$ cat config.mk
export PLATFORM = sky130hd
export DESIGN_NAME = load_store_unit
export DESIGN_NICKNAME = d
export VERILOG_FILES = /design/src/rtl/load_store_unit.sv
export SDC_FILE = /design/constraint.sdc
export NUM_CORES = 1
export LEC_CHECK = 0
export ABC_CLOCK_PERIOD_IN_PS = 3100
export BUFFER_PORTS_ARGS = -buffer_cell sky130_fd_sc_hd__buf_2
export CAP_MARGIN = 20
export CORE_UTILIZATION = 34
export DETAILED_ROUTE_END_ITERATION = 7
export PLACE_DENSITY_LB_ADDON = 0.15
export SLEW_MARGIN = 10
export SYNTH_ARGS = -nofsm -noshare
export SYNTH_HDL_FRONTEND = slang
export SYNTH_SLANG_ARGS = --single-unit
$ cat constraint.sdc
create_clock -name clk -period 3.1 [get_ports clk]
set_clock_uncertainty 0.2 [all_clocks]
set_input_delay 0 -clock clk [delete_from_list [all_inputs] [get_ports clk]]
set_output_delay 0 -clock clk [all_outputs]
set_load 0.02 [all_outputs]
$ cat src/rtl/load_store_unit.sv
`default_nettype none
// ============================================================================
// Module   : load_store_unit
// Brief    : MEM-stage load/store unit in front of a word-addressed data memory.
// Revision : 1.0
// ============================================================================
module load_store_unit #(
    parameter int DEPTH_LOG2 = 6
) (
    input  logic        clk,
    input  logic        rst_n,
    input  logic        req_valid,
    output logic        req_ready,
    input  logic        req_we,
    input  logic [2:0]  req_funct3,
    input  logic [31:0] req_addr,
    input  logic [31:0] req_wdata,
    output logic        resp_valid,
    output logic [31:0] resp_rdata,
    output logic        resp_err,
    output logic [31:0] mem_addr,
    output logic [31:0] mem_wd,
    output logic        mem_we,
    input  logic [31:0] mem_rd
);

    localparam logic [2:0] c_ST_IDLE  = 3'd0;
    localparam logic [2:0] c_ST_LOAD  = 3'd1;
    localparam logic [2:0] c_ST_RMW   = 3'd2;
    localparam logic [2:0] c_ST_WRITE = 3'd3;
    localparam logic [2:0] c_ST_DONE  = 3'd4;

    logic [2:0]            r_state;
    logic [2:0]            w_next;
    logic [2:0]            r_funct3;
    logic [1:0]            r_byte_off;
    logic [DEPTH_LOG2-1:0] r_word_idx;
    logic [31:0]           r_buf;
    logic                  r_err;

    logic        w_accept;
    logic        w_illegal;
    logic        w_misaligned;
    logic        w_out_of_range;
    logic        w_err;
    logic [7:0]  w_byte;
    logic [15:0] w_half;
    logic [31:0] w_load_data;
    logic [31:0] w_merged;

    assign w_accept       = req_valid && (r_state == c_ST_IDLE);
    assign w_illegal      = (req_funct3 == 3'b011) || (req_funct3 == 3'b110) ||
                            (req_funct3 == 3'b111) || (req_we && req_funct3[2]);
    assign w_misaligned   = ((req_funct3[1:0] == 2'b01) && req_addr[0]) ||
                            ((req_funct3[1:0] == 2'b10) && (req_addr[1:0] != 2'b00));
    assign w_out_of_range = |req_addr[31:DEPTH_LOG2+2];
    assign w_err          = w_illegal || w_misaligned || w_out_of_range;

    // State register
    always_ff @(posedge clk or negedge rst_n) begin
        if (!rst_n) begin
            r_state <= c_ST_IDLE;
        end else begin
            r_state <= w_next;
        end
    end

    // Next-state logic
    always_comb begin
        w_next = r_state;
        case (r_state)
            c_ST_IDLE: begin
                if (w_accept) begin
                    if (w_err)
                        w_next = c_ST_DONE;
                    else if (!req_we)
                        w_next = c_ST_LOAD;
                    else if (req_funct3[1:0] == 2'b10)
                        w_next = c_ST_WRITE;
                    else
                        w_next = c_ST_RMW;
                end
            end
            c_ST_LOAD:  w_next = c_ST_DONE;
            c_ST_RMW:   w_next = c_ST_WRITE;
            c_ST_WRITE: w_next = c_ST_DONE;
            c_ST_DONE:  w_next = c_ST_IDLE;
            default:    w_next = c_ST_IDLE;
        endcase
    end

    // Output logic
    always_comb begin
        req_ready  = (r_state == c_ST_IDLE);
        resp_valid = (r_state == c_ST_DONE);
        resp_err   = (r_state == c_ST_DONE) && r_err;
        mem_we     = (r_state == c_ST_WRITE);
        mem_wd     = r_buf;
        mem_addr   = {{(32-DEPTH_LOG2){1'b0}}, r_word_idx};
    end

    // Lane selection for loads; funct3[2] picks zero- over sign-extension
    assign w_byte = mem_rd[{r_byte_off, 3'b000} +: 8];
    assign w_half = mem_rd[{r_byte_off[1], 4'b0000} +: 16];

    always_comb begin
        case (r_funct3[1:0])
            2'b00:   w_load_data = {{24{~r_funct3[2] & w_byte[7]}}, w_byte};
            2'b01:   w_load_data = {{16{~r_funct3[2] & w_half[15]}}, w_half};
            default: w_load_data = mem_rd;
        endcase
    end

    // Store lane data sits in the low bits of the buffer until merged
    always_comb begin
        w_merged = mem_rd;
        if (r_funct3[0])
            w_merged[{r_byte_off[1], 4'b0000} +: 16] = r_buf[15:0];
        else
            w_merged[{r_byte_off, 3'b000} +: 8] = r_buf[7:0];
    end

    always_ff @(posedge clk or negedge rst_n) begin
        if (!rst_n) begin
            r_funct3   <= 3'b000;
            r_byte_off <= 2'b00;
            r_word_idx <= '0;
            r_buf      <= 32'h0;
            r_err      <= 1'b0;
            resp_rdata <= 32'h0;
        end else begin
            if (w_accept) begin
                r_funct3   <= req_funct3;
                r_byte_off <= req_addr[1:0];
                r_word_idx <= req_addr[DEPTH_LOG2+1:2];
                r_buf      <= req_wdata;
                r_err      <= w_err;
            end
            if (r_state == c_ST_RMW)
                r_buf <= w_merged;
            if (r_state == c_ST_LOAD)
                resp_rdata <= w_load_data;
            else if ((r_state == c_ST_WRITE) || (w_accept && w_err))
                resp_rdata <= 32'h0;
        end
    end

endmodule
`default_nettype wire

==> key figures, run 1 <==
CTS
  • Total CTS buffers: 9
  • Worst-path clk slew: 0.06 ns
  • CTS Root Cell: clkbuf_16
  • Clk buf depth: 2
  • Clk_lat worst skew: 0.35 ns
  • CTS tree: built
  • Post-CTS setup buffers: 0
  • CTS H-tree lvls: 3
  • Clk sinks: 79

Timing
  • Max transition margin: 0.447
  • Finish-stage setup viols: 0
  • Max Freq: 341 MHz
  • Fin crit share: 0.946
  • Worst-margin pin slew: 0.818 ns
  • Post-layout min period: 2.93 ns
  • Setup_tns: 0 ns
  • Hold slack: 0.153 ns
  • Final slew viol count: 0
  • RSZ-0062 raised after global routing: false
  • Hold Vio Cnt, Final: 0

Critical path
  • Register-to-Register Setup Slack: 0.17 ns
  • CP bufs+invs: 2
  • Critical Path RT: 3.16 ns
  • Slowest CP cell: or3b_1
  • Crit path capture type: flop
  • CP arrival: 2.99 ns
  • CP startpoint kind: flop
  • Largest fanout on the critical path: 43
  • Kind of cell adding the most delay to the critical path: simple AND/OR/NAND/NOR gates
  • Critical Path Max Stage Delay: 0.65 ns
  • Kind of critical path: reg2reg
  • CP Cell Sequence: or3b_1, buf_12, nor3_1, a222oi_1, dlygate4sd3_1, o21ai_1

Placement
  • Post-DP HPWL: 12.2 mm
  • Port Buf Inserts: 176
  • GP Congestion: 0.848

Yosys
  • Post-synth cell types: 49
  • Cells after Synth: 516
  • Number of synthesized register bits: 79
  • Synthesized area: 0.00492 mm^2
  • Post-synth EDFFs: 0
  • Async SR Flop Fraction: 1.00
  • Mean Syn Cell Area: 9.53 um^2
  • Seq/Total Area, Yosys: 0.402
  • Main synth FF type: dfrtp_1
  • Synth Warn #: 0

Drt
  • DRT Pass-1 Iters: 5
  • DR iter-0 viols: 422
  • DRC: 0
  • Final ANT Viol Nets: 0
  • Wire per inst: 19.2 um
  • Vias per cell: 5.39
  • Via count: 5,111
  • WL final: 18.2 mm

Final layout
  • Fillers: 1,351
  • Inserted Diodes: 0
  • Area of the multi-input gates: 0.00261 mm^2
  • Post-layout nets: 871
  • Area grow syn2layout: 42.8%
  • Share of layout cells above drive strength 1: 0.336
  • Reg area: 0.00198 mm^2

Global route
  • Global route total overflow: 0
  • All-Layer GR Usage: 0.250
  • Largest net degree at the start of global routing: 80
  • First-pass GRT wire length: 27.7 mm
  • Initial antenna violation count: 0
  • Vias in the first global route: 4,918

Pwr
  • Cell leakage power: 3.35 nW
  • Power Dens Cells: 425 mW/mm^2
  • Maximum vdd ir drop: 0.298 mV

Run
  • Max-cap viol count: 0

Die
  • Die Width: 122 um
  • I/O pins: 203
  • Core Area: 0.0140 mm^2
  • Die outline height: 122 um
  • Die Footprint: 0.0149 mm^2
  • Row count: 43
  • Initial Util: 0.351

Worst hold path
  • Hold crit path type: in2reg

Status
  • Status: finished, final reports clean
## layout by cell type, fill, tap and decap left out, drive strengths merged, types with 6 or more instances in the layout
master / instances
mux2i: 20
mux4: 6
conb: 26
dlygate4sd3: 88
o21ai: 43
a31oi: 6
a221oi: 16
mux2: 15
a22oi: 23
buf: 186
a221o: 24
clkbuf: 11
nor2: 55
nor2b: 24
nor4: 7
nor3: 7
a21oi: 40
dfrtp: 79
nand2: 33
inv: 15
## synthesized netlist by cell type, types with 5 or more instances
library cell,instances,area share
ha_1,5,0.013
buf_1,6,0.0046
buf_2,6,0.0061
nor2_1,54,0.041
and2_1,5,0.0064
buf_4,27,0.041
mux2i_1,20,0.041
mux2_2,15,0.034
a221o_2,18,0.041
a22oi_1,23,0.035
o21ai_0,32,0.033
a221oi_1,16,0.029
clkbuf_1,21,0.016
mux4_2,6,0.027
a31oi_1,6,0.0076
a221o_1,6,0.012
o21ai_2,9,0.016
nand2_1,33,0.025
dfrtp_1,79,0.40
a21oi_1,40,0.041
nor3_1,6,0.0061
inv_1,13,0.0099
nor4_1,6,0.0076
nor2b_1,24,0.031
## flip-flops by register name (all words and copies together), names as in the netlist
register	flops
mem_wd	32
r_byte_off	2
r_err	1
r_funct3	3
r_state	3
r_word_idx	6
resp_rdata	32
## final timing paths
kind / startpoint / end / cells after the start
setup / recovery: r_state[1] / mem_wd[14] / 6
hold / removal: req_addr[14] / resp_rdata[8] / 5
setup reg to reg: r_state[1] / mem_wd[14] / 6
hold reg to reg: r_word_idx[3] / r_word_idx[3] / 1
max in group asynchronous: rst_n / resp_rdata[7] / 4
min in group asynchronous: rst_n / resp_rdata[24] / 3
## layer usage
layer,GRT usage,part of all wire
met1,0.345,0.45
met2,0.381,0.45
met3,0.0488,0.074
met4,0.102,0.025
met5,0,0
## cells by family after synthesis
logic type / synth area share
AO/OA/AOI/OAI: 0.240
adder cells (fa/ha/maj): 0.0127
buffers and inverters: 0.0896
flip-flops: 0.402
multiplexers: 0.103
other: 0.000763
AND/OR/NAND/NOR: 0.153
## through the flow
stage | cell area, um^2 | utilization | setup WS [ns] | std cells | power, W
3_5_place_dp | 5830 | 0.417 | 0.530 | 843 | 0.00190
2_1_floorplan | 5010 | - | 0.883 | 541 | 0.00164
5_1_grt | 7020 | 0.502 | 0.0629 | 948 | 0.00313
6_report | 7020 | 0.502 | 0.168 | 948 | 0.00298
3_3_place_gp | 5820 | 0.416 | 0.325 | 843 | 0.00189
4_1_cts | 6980 | 0.499 | 0.218 | 946 | 0.00300
## worst register-to-register path, delay by kind of cell, from the launching register on
family                 cells  cell delay, ns
AO/OA/AOI/OAI              2            0.26
buffers and inverters      2            0.87
AND/OR/NAND/NOR            2            1.01
flip-flops                 1            0.51
## final cells by class
cell class / instances / area share
Multi-Input combinational cell: 384 / 0.371
Sequential cell: 79 / 0.282
Timing Repair Buffer: 274 / 0.267
Clock buffer: 11 / 0.0346
Tap cell: 180 / 0.0321
Inverter: 15 / 0.00909
Clock inverter: 5 / 0.00481
## timing repair
action,CTS,global route
resized for setup,0,1
endpoints found under the hold margin,157,30
setup endpoints to repair,0,3
hold buffers,87,1
## where the power goes
part	leakage (nW)	internal, W	total (W)	switching [W]
Clock	0.132	0.000563	0.00101	0.000443
Combinational	2.22	0.000332	0.000788	0.000456
Sequential	1.00	0.00111	0.00119	0.0000833
Power figures use the tool's default switching activity.
==> inputs of run 2 (changes only) <==
- MAX_ROUTING_LAYER: unset -> met4
==> key figures, run 2 (same netlist as run 1, synthesis figures left out) <==
Timing
  • Post-layout min period: 2.93 ns (about the same)
  • Final slew viol count: 0 (unchanged)
  • Hold slack: 0.152 ns (was 0.153 ns)
  • RSZ-0062 raised after global routing: false (unchanged)
  • Hold Vio Cnt, Final: 0 (unchanged)
  • Finish-stage setup viols: 0 (unchanged)
  • Fin crit share: 0.947 (was 0.946)
  • Max transition margin: 0.440 (was 0.447)
  • Worst-margin pin slew: 0.829 ns (was 0.818 ns)
  • Max Freq: 341 MHz (about the same)
  • Setup_tns: 0 ns (unchanged)

Die
  • Core Area: 0.0140 mm^2 (unchanged)
  • Die Footprint: 0.0149 mm^2 (unchanged)
  • Row count: 43 (unchanged)
  • Die outline height: 122 um (unchanged)
  • Initial Util: 0.351 (unchanged)
  • Die Width: 122 um (unchanged)
  • I/O pins: 203 (unchanged)

Drt
  • DRC: 0 (unchanged)
  • Via count: 5,115 (was 5,111)
  • Wire per inst: 19.2 um (about the same)
  • DRT Pass-1 Iters: 5 (unchanged)
  • Vias per cell: 5.40 (was 5.39)
  • Final ANT Viol Nets: 0 (unchanged)
  • DR iter-0 viols: 391 (was 422)
  • WL final: 18.2 mm (about the same)

Critical path
  • FF-to-FF path depth: 6 (unchanged)
  • CP startpoint kind: flop (unchanged)
  • Critical Path RT: 3.16 ns (about the same)
  • CP arrival: 3.00 ns (was 2.99 ns)
  • Largest fanout on the critical path: 43 (unchanged)
  • Kind of critical path: reg2reg (unchanged)
  • Crit path capture type: flop (unchanged)

Placement
  • GP Congestion: 0.861 (was 0.848)
  • Port Buf Inserts: 176 (unchanged)
  • Post-DP HPWL: 12.2 mm (unchanged)
  • Cell Area, Placed: 0.00583 mm^2 (unchanged)
  • Placed cells: 843 (unchanged)

Status
  • Status: finished, final reports clean (unchanged)

Final layout
  • Finished layout cell area: 0.00702 mm^2 (unchanged)
  • Final core occ: 0.502 (unchanged)
  • Area grow syn2layout: 42.8% (unchanged)
  • Non-filler instance count after layout: 948 (unchanged)
  • Post-layout nets: 871 (unchanged)
  • Inserted Diodes: 0 (unchanged)
  • Commonest non-fill, non-tap cell in the layout: buf_2 (unchanged)
  • Share of layout cells above drive strength 1: 0.336 (unchanged)
  • Most frequent cells in the layout: 175 x buf_2, 88 x dlygate4sd3_1, 79 x dfrtp_1 (unchanged)

Pwr
  • Power Dens Cells: 426 mW/mm^2 (was 425 mW/mm^2)
  • Sequential share of power: 0.398 (was 0.399)
  • Combinational power share: 0.264 (about the same)
  • Maximum vdd ir drop: 0.299 mV (was 0.298 mV)
  • Switch share: 0.330 (was 0.329)
  • Cell leakage power: 3.35 nW (unchanged)
  • Internal power: 0.00200 W (about the same)
  • Switch Pwr: 0.000986 W (was 0.000982 W)
  • Clock share of power: 0.338 (was 0.337)

CTS
  • Clk_lat worst skew: 0.35 ns (about the same)
  • Total CTS buffers: 9 (unchanged)
  • Clk sinks: 79 (unchanged)
  • Clk buf depth: 2 (unchanged)
  • CTS tree: built (unchanged)
  • CTS Root Cell: clkbuf_16 (unchanged)
  • CTS H-tree lvls: 3 (unchanged)
  • Worst-path clk slew: 0.07 ns (was 0.06 ns)

Global route
  • Initial antenna violation count: 0 (unchanged)
  • All-Layer GR Usage: 0.257 (was 0.250)
  • First-pass GRT wire length: 27.8 mm (was 27.7 mm)
  • Vias in the first global route: 4,917 (was 4,918)
  • Global route total overflow: 0 (unchanged)
  • Largest net degree at the start of global routing: 80 (unchanged)

Worst hold path
  • Hold crit path type: in2reg (unchanged)
  • Cells on Worst Hold Path: 5 (unchanged)

Run
  • Max-cap viol count: 0 (unchanged)
==> run 2: cell counts in the layout (fill, tap and decap cells not counted) <==
Identical to the previous run, type by type.
==> run 2: final timing paths <==
check	endpoint	start	slack (ns)
worst min register to register	r_word_idx[3]	r_word_idx[3]	0.31
worst max-delay path	mem_wd[14]	r_state[1]	0.17
min in group asynchronous	resp_rdata[24]	rst_n	0.50
worst max register to register	mem_wd[14]	r_state[1]	0.17
max in group asynchronous	r_err	rst_n	1.58
worst min-delay path	resp_rdata[8]	req_addr[14]	0.15
==> run 2: area by class of cell <==
| cell class | count | area (um^2) |
|---|---|---|
| fillers | 1351 | 6970 |
| multi-input cells | 384 | 2610 |
| flip-flops and latches | 79 | 1980 |
| repair buffers | 274 | 1870 |
| clock buffers | 11 | 243 |
| well taps | 180 | 225 |
| inverters | 15 | 63.8 |
| clock inverters | 5 | 33.8 |
==> run 2: routing by layer <==
metal  wire [um]  vias to the layer above  global-route usage
li1            -                     2339                   -
met4         586                        0               0.102
met5           0                        -                   -
met1        8260                     2463               0.349
met2        8120                      270               0.380
met3        1250                       43              0.0441
==> run 2: power groups by stage <==
stage / clock (W) / combinational [W] / sequential (W)
final: 0.00101 / 0.000787 / 0.00119
after global routing: 0.00107 / 0.000854 / 0.00120
after CTS: 0.00103 / 0.000775 / 0.00119
after detailed placement: 0 / 0.000692 / 0.00121
after global placement: 0 / 0.000684 / 0.00120
after floorplan: 0 / 0.000377 / 0.00126
==> run 2: repair_timing <==
action | 4_1_cts | 5_1_grt
resized for setup | 0 | 1
setup buffers | 0 | 0
endpoints found under the setup margin | 0 | 3
hold buffers | 87 | 1
endpoints found under the hold margin | 157 | 30
==> run 2: critical path, stage by stage, from the launching register on <==
cell,delay (ns)
dfrtp_1,0.52
or3b_1,0.65
buf_12,0.29
nor3_1,0.34
a222oi_1,0.15
dlygate4sd3_1,0.58
o21ai_1,0.11
==> run 2: stage by stage <==
step           worst slack [ns]  power, W
2_1_floorplan             0.883   0.00164
3_3_place_gp              0.325   0.00189
3_5_place_dp              0.530   0.00190
4_1_cts                   0.218   0.00300
5_1_grt                  0.0628   0.00313
6_report                  0.165   0.00299
==> inputs of run 3 (changes only) <==
- CORE_ASPECT_RATIO: unset -> 1.75
==> key figures, run 3 (same netlist as run 1, synthesis figures left out) <==
Placement
  • Post-DP HPWL: 13.3 mm (was 12.2 mm)
  • Cell Area, Placed: 0.00583 mm^2 (about the same)
  • Dpl ws: 0.616 ns (was 0.530 ns)
  • GP Congestion: 0.919 (was 0.861)
  • Placed cells: 842 (was 843)
  • Port Buf Inserts: 176 (unchanged)

Timing
  • Worst-margin pin slew: 0.796 ns (was 0.829 ns)
  • Fin crit share: 0.939 (was 0.947)
  • Max transition margin: 0.469 (was 0.440)
  • Finish-stage setup viols: 0 (unchanged)
  • Final slew viol count: 0 (unchanged)
  • RSZ-0062 raised after global routing: false (unchanged)
  • Post-layout min period: 2.91 ns (was 2.93 ns)
  • Max Freq: 344 MHz (was 341 MHz)
  • Setup_tns: 0 ns (unchanged)
  • Hold Vio Cnt, Final: 0 (unchanged)
  • Final WS setup: 0.189 ns (was 0.165 ns)

Critical path
  • Register-to-Register Setup Slack: 0.19 ns (was 0.17 ns)
  • CP Cell Sequence: inv_2, ha_1, and4b_1, and2_1, a222oi_1, dlygate4sd3_1, o21ai_1 (was or3b_1, buf_12, nor3_1, a222oi_1, dlygate4sd3_1, o21ai_1)
  • Largest fanout on the critical path: 12 (was 43)
  • Kind of critical path: reg2reg (unchanged)
  • CP startpoint kind: flop (unchanged)
  • Critical Path RT: 3.11 ns (was 3.16 ns)
  • Slowest CP cell: dlygate4sd3_1 (was or3b_1)
  • CP arrival: 2.92 ns (was 3.00 ns)
  • CP bufs+invs: 2 (unchanged)
  • Crit path capture type: flop (unchanged)
  • Kind of cell adding the most delay to the critical path: buffers and inverters (was simple AND/OR/NAND/NOR gates)
  • Critical Path Max Stage Delay: 0.61 ns (was 0.65 ns)

Drt
  • DRT Pass-1 Iters: 5 (unchanged)
  • WL final: 18.7 mm (was 18.2 mm)
  • Final ANT Viol Nets: 0 (unchanged)
  • Vias per cell: 5.39 (was 5.40)
  • Wire per inst: 19.7 um (was 19.2 um)
  • Via count: 5,119 (was 5,115)
  • DRC: 0 (unchanged)
  • DR iter-0 viols: 272 (was 391)

Pwr
  • Maximum vdd ir drop: 0.324 mV (was 0.299 mV)
  • Clock share of power: 0.386 (was 0.338)
  • Switch share: 0.310 (was 0.330)
  • Cell leakage power: 3.40 nW (was 3.35 nW)
  • Combinational power share: 0.244 (was 0.264)
  • Switch Pwr: 0.00100 W (was 0.000986 W)
  • Internal power: 0.00223 W (was 0.00200 W)
  • Power Dens Cells: 454 mW/mm^2 (was 426 mW/mm^2)
  • Sequential share of power: 0.370 (was 0.398)

Global route
  • Initial antenna violation count: 0 (unchanged)
  • Largest net degree at the start of global routing: 80 (unchanged)
  • First-pass GRT wire length: 28.5 mm (was 27.8 mm)
  • Global route total overflow: 0 (unchanged)
  • Vias in the first global route: 5,234 (was 4,917)
  • All-Layer GR Usage: 0.258 (was 0.257)

CTS
  • Clk_lat worst skew: 0.34 ns (was 0.35 ns)
  • Total CTS buffers: 9 (unchanged)
  • CTS H-tree lvls: 3 (unchanged)
  • Clk buf depth: 2 (unchanged)
  • Worst-path clk slew: 0.07 ns (about the same)
  • Clk sinks: 79 (unchanged)
  • CTS tree: built (unchanged)
  • Post-CTS setup buffers: 0 (unchanged)
  • CTS Root Cell: clkbuf_16 (unchanged)

Final layout
  • Area grow syn2layout: 44.9% (was 42.8%)
  • Non-filler instance count after layout: 949 (was 948)
  • Post-layout nets: 875 (was 871)
  • Inserted Diodes: 0 (unchanged)
  • Finished layout cell area: 0.00712 mm^2 (was 0.00702 mm^2)
  • Share of layout cells above drive strength 1: 0.341 (was 0.336)
  • Most frequent cells in the layout: 176 x buf_2, 90 x dlygate4sd3_1, 79 x dfrtp_1 (was 175 x buf_2, 88 x dlygate4sd3_1, 79 x dfrtp_1)
  • Commonest non-fill, non-tap cell in the layout: buf_2 (unchanged)

Die
  • I/O pins: 203 (unchanged)
  • Initial Util: 0.352 (was 0.351)
  • Core Area: 0.0140 mm^2 (about the same)
  • Die outline height: 161 um (was 122 um)
  • Die Width: 92.9 um (was 122 um)
  • Row count: 57 (was 43)
  • Die Footprint: 0.0150 mm^2 (was 0.0149 mm^2)

Status
  • Status: finished, final reports clean (unchanged)

Run
  • Max-cap viol count: 0 (unchanged)

Worst hold path
  • Hold crit path type: in2reg (unchanged)
==> run 3: changes by cell type in the layout (fill, tap and decap cells not counted), sizes merged <==
cell,previous run,this run
clkinvlp,2,1
clkinv,3,2
dlygate4sd3,88,90
inv,15,16
buf,186,188
bufinv,0,3
clkbuf,11,9
==> run 3: path summary, 6_finish.rpt <==
| check | from | depth (start not counted) | end |
|---|---|---|---|
| max | r_byte_off[1] | 7 | mem_wd[14] |
| min | req_addr[10] | 5 | resp_rdata[8] |
| max reg2reg | r_byte_off[1] | 7 | mem_wd[14] |
| min reg2reg | r_word_idx[2] | 1 | r_word_idx[2] |
| max in group asynchronous | rst_n | 4 | resp_rdata[10] |
| min in group asynchronous | rst_n | 3 | mem_wd[5] |
==> run 3: stage by stage <==
| step | power, W | util | hold slack [ns] |
|---|---|---|---|
| 3_3_place_gp | 0.00189 | 0.417 | 0.0331 |
| 2_1_floorplan | 0.00164 | - | -0.496 |
| 6_report | 0.00323 | 0.509 | 0.172 |
| 5_1_grt | 0.00336 | 0.509 | 0.220 |
| 4_1_cts | 0.00323 | 0.506 | 0.176 |
| 3_5_place_dp | 0.00190 | 0.417 | 0.0372 |
==> run 3: routing by layer <==
| layer | track usage | wire (um) | vias up |
|---|---|---|---|
| li1 | - | - | 2354 |
| met1 | 0.275 | 6770 | 2420 |
| met2 | 0.452 | 9840 | 282 |
| met3 | 0.0391 | 1040 | 63 |
| met4 | 0.136 | 1020 | 0 |
| met5 | - | 0 | - |
==> run 3: layout make-up <==
cell class              instances  area, um^2
fillers                      1343        6860
inverters                      15        63.8
flip-flops and latches         79        1980
clock buffers                   9         225
multi-input cells             384        2610
clock inverters                 7         120
repair buffers                278        1900
well taps                     177         221
==> run 3: what timing repair did <==
| action | CTS | global route |
|---|---|---|
| setup endpoints to repair | 0 | 31 |
| resized for setup | 0 | 4 |
| endpoints found under the hold margin | 157 | 23 |
| hold buffers | 90 | 1 |
==> run 3: power groups by stage <==
stage | sequential [W] | clock, W | combinational, W
finish | 0.00120 | 0.00125 | 0.000790
global route | 0.00120 | 0.00131 | 0.000853
CTS | 0.00119 | 0.00126 | 0.000777
detailed placement | 0.00121 | 0 | 0.000691
global placement | 0.00121 | 0 | 0.000682
floorplan | 0.00126 | 0 | 0.000377
==> run 3: tightest hold or removal path: stages <==
cell     delay [ns]
buf_2          0.08
nor4_2         0.04
nand2_1        0.10
nor4_4         0.10
a221o_1        0.34
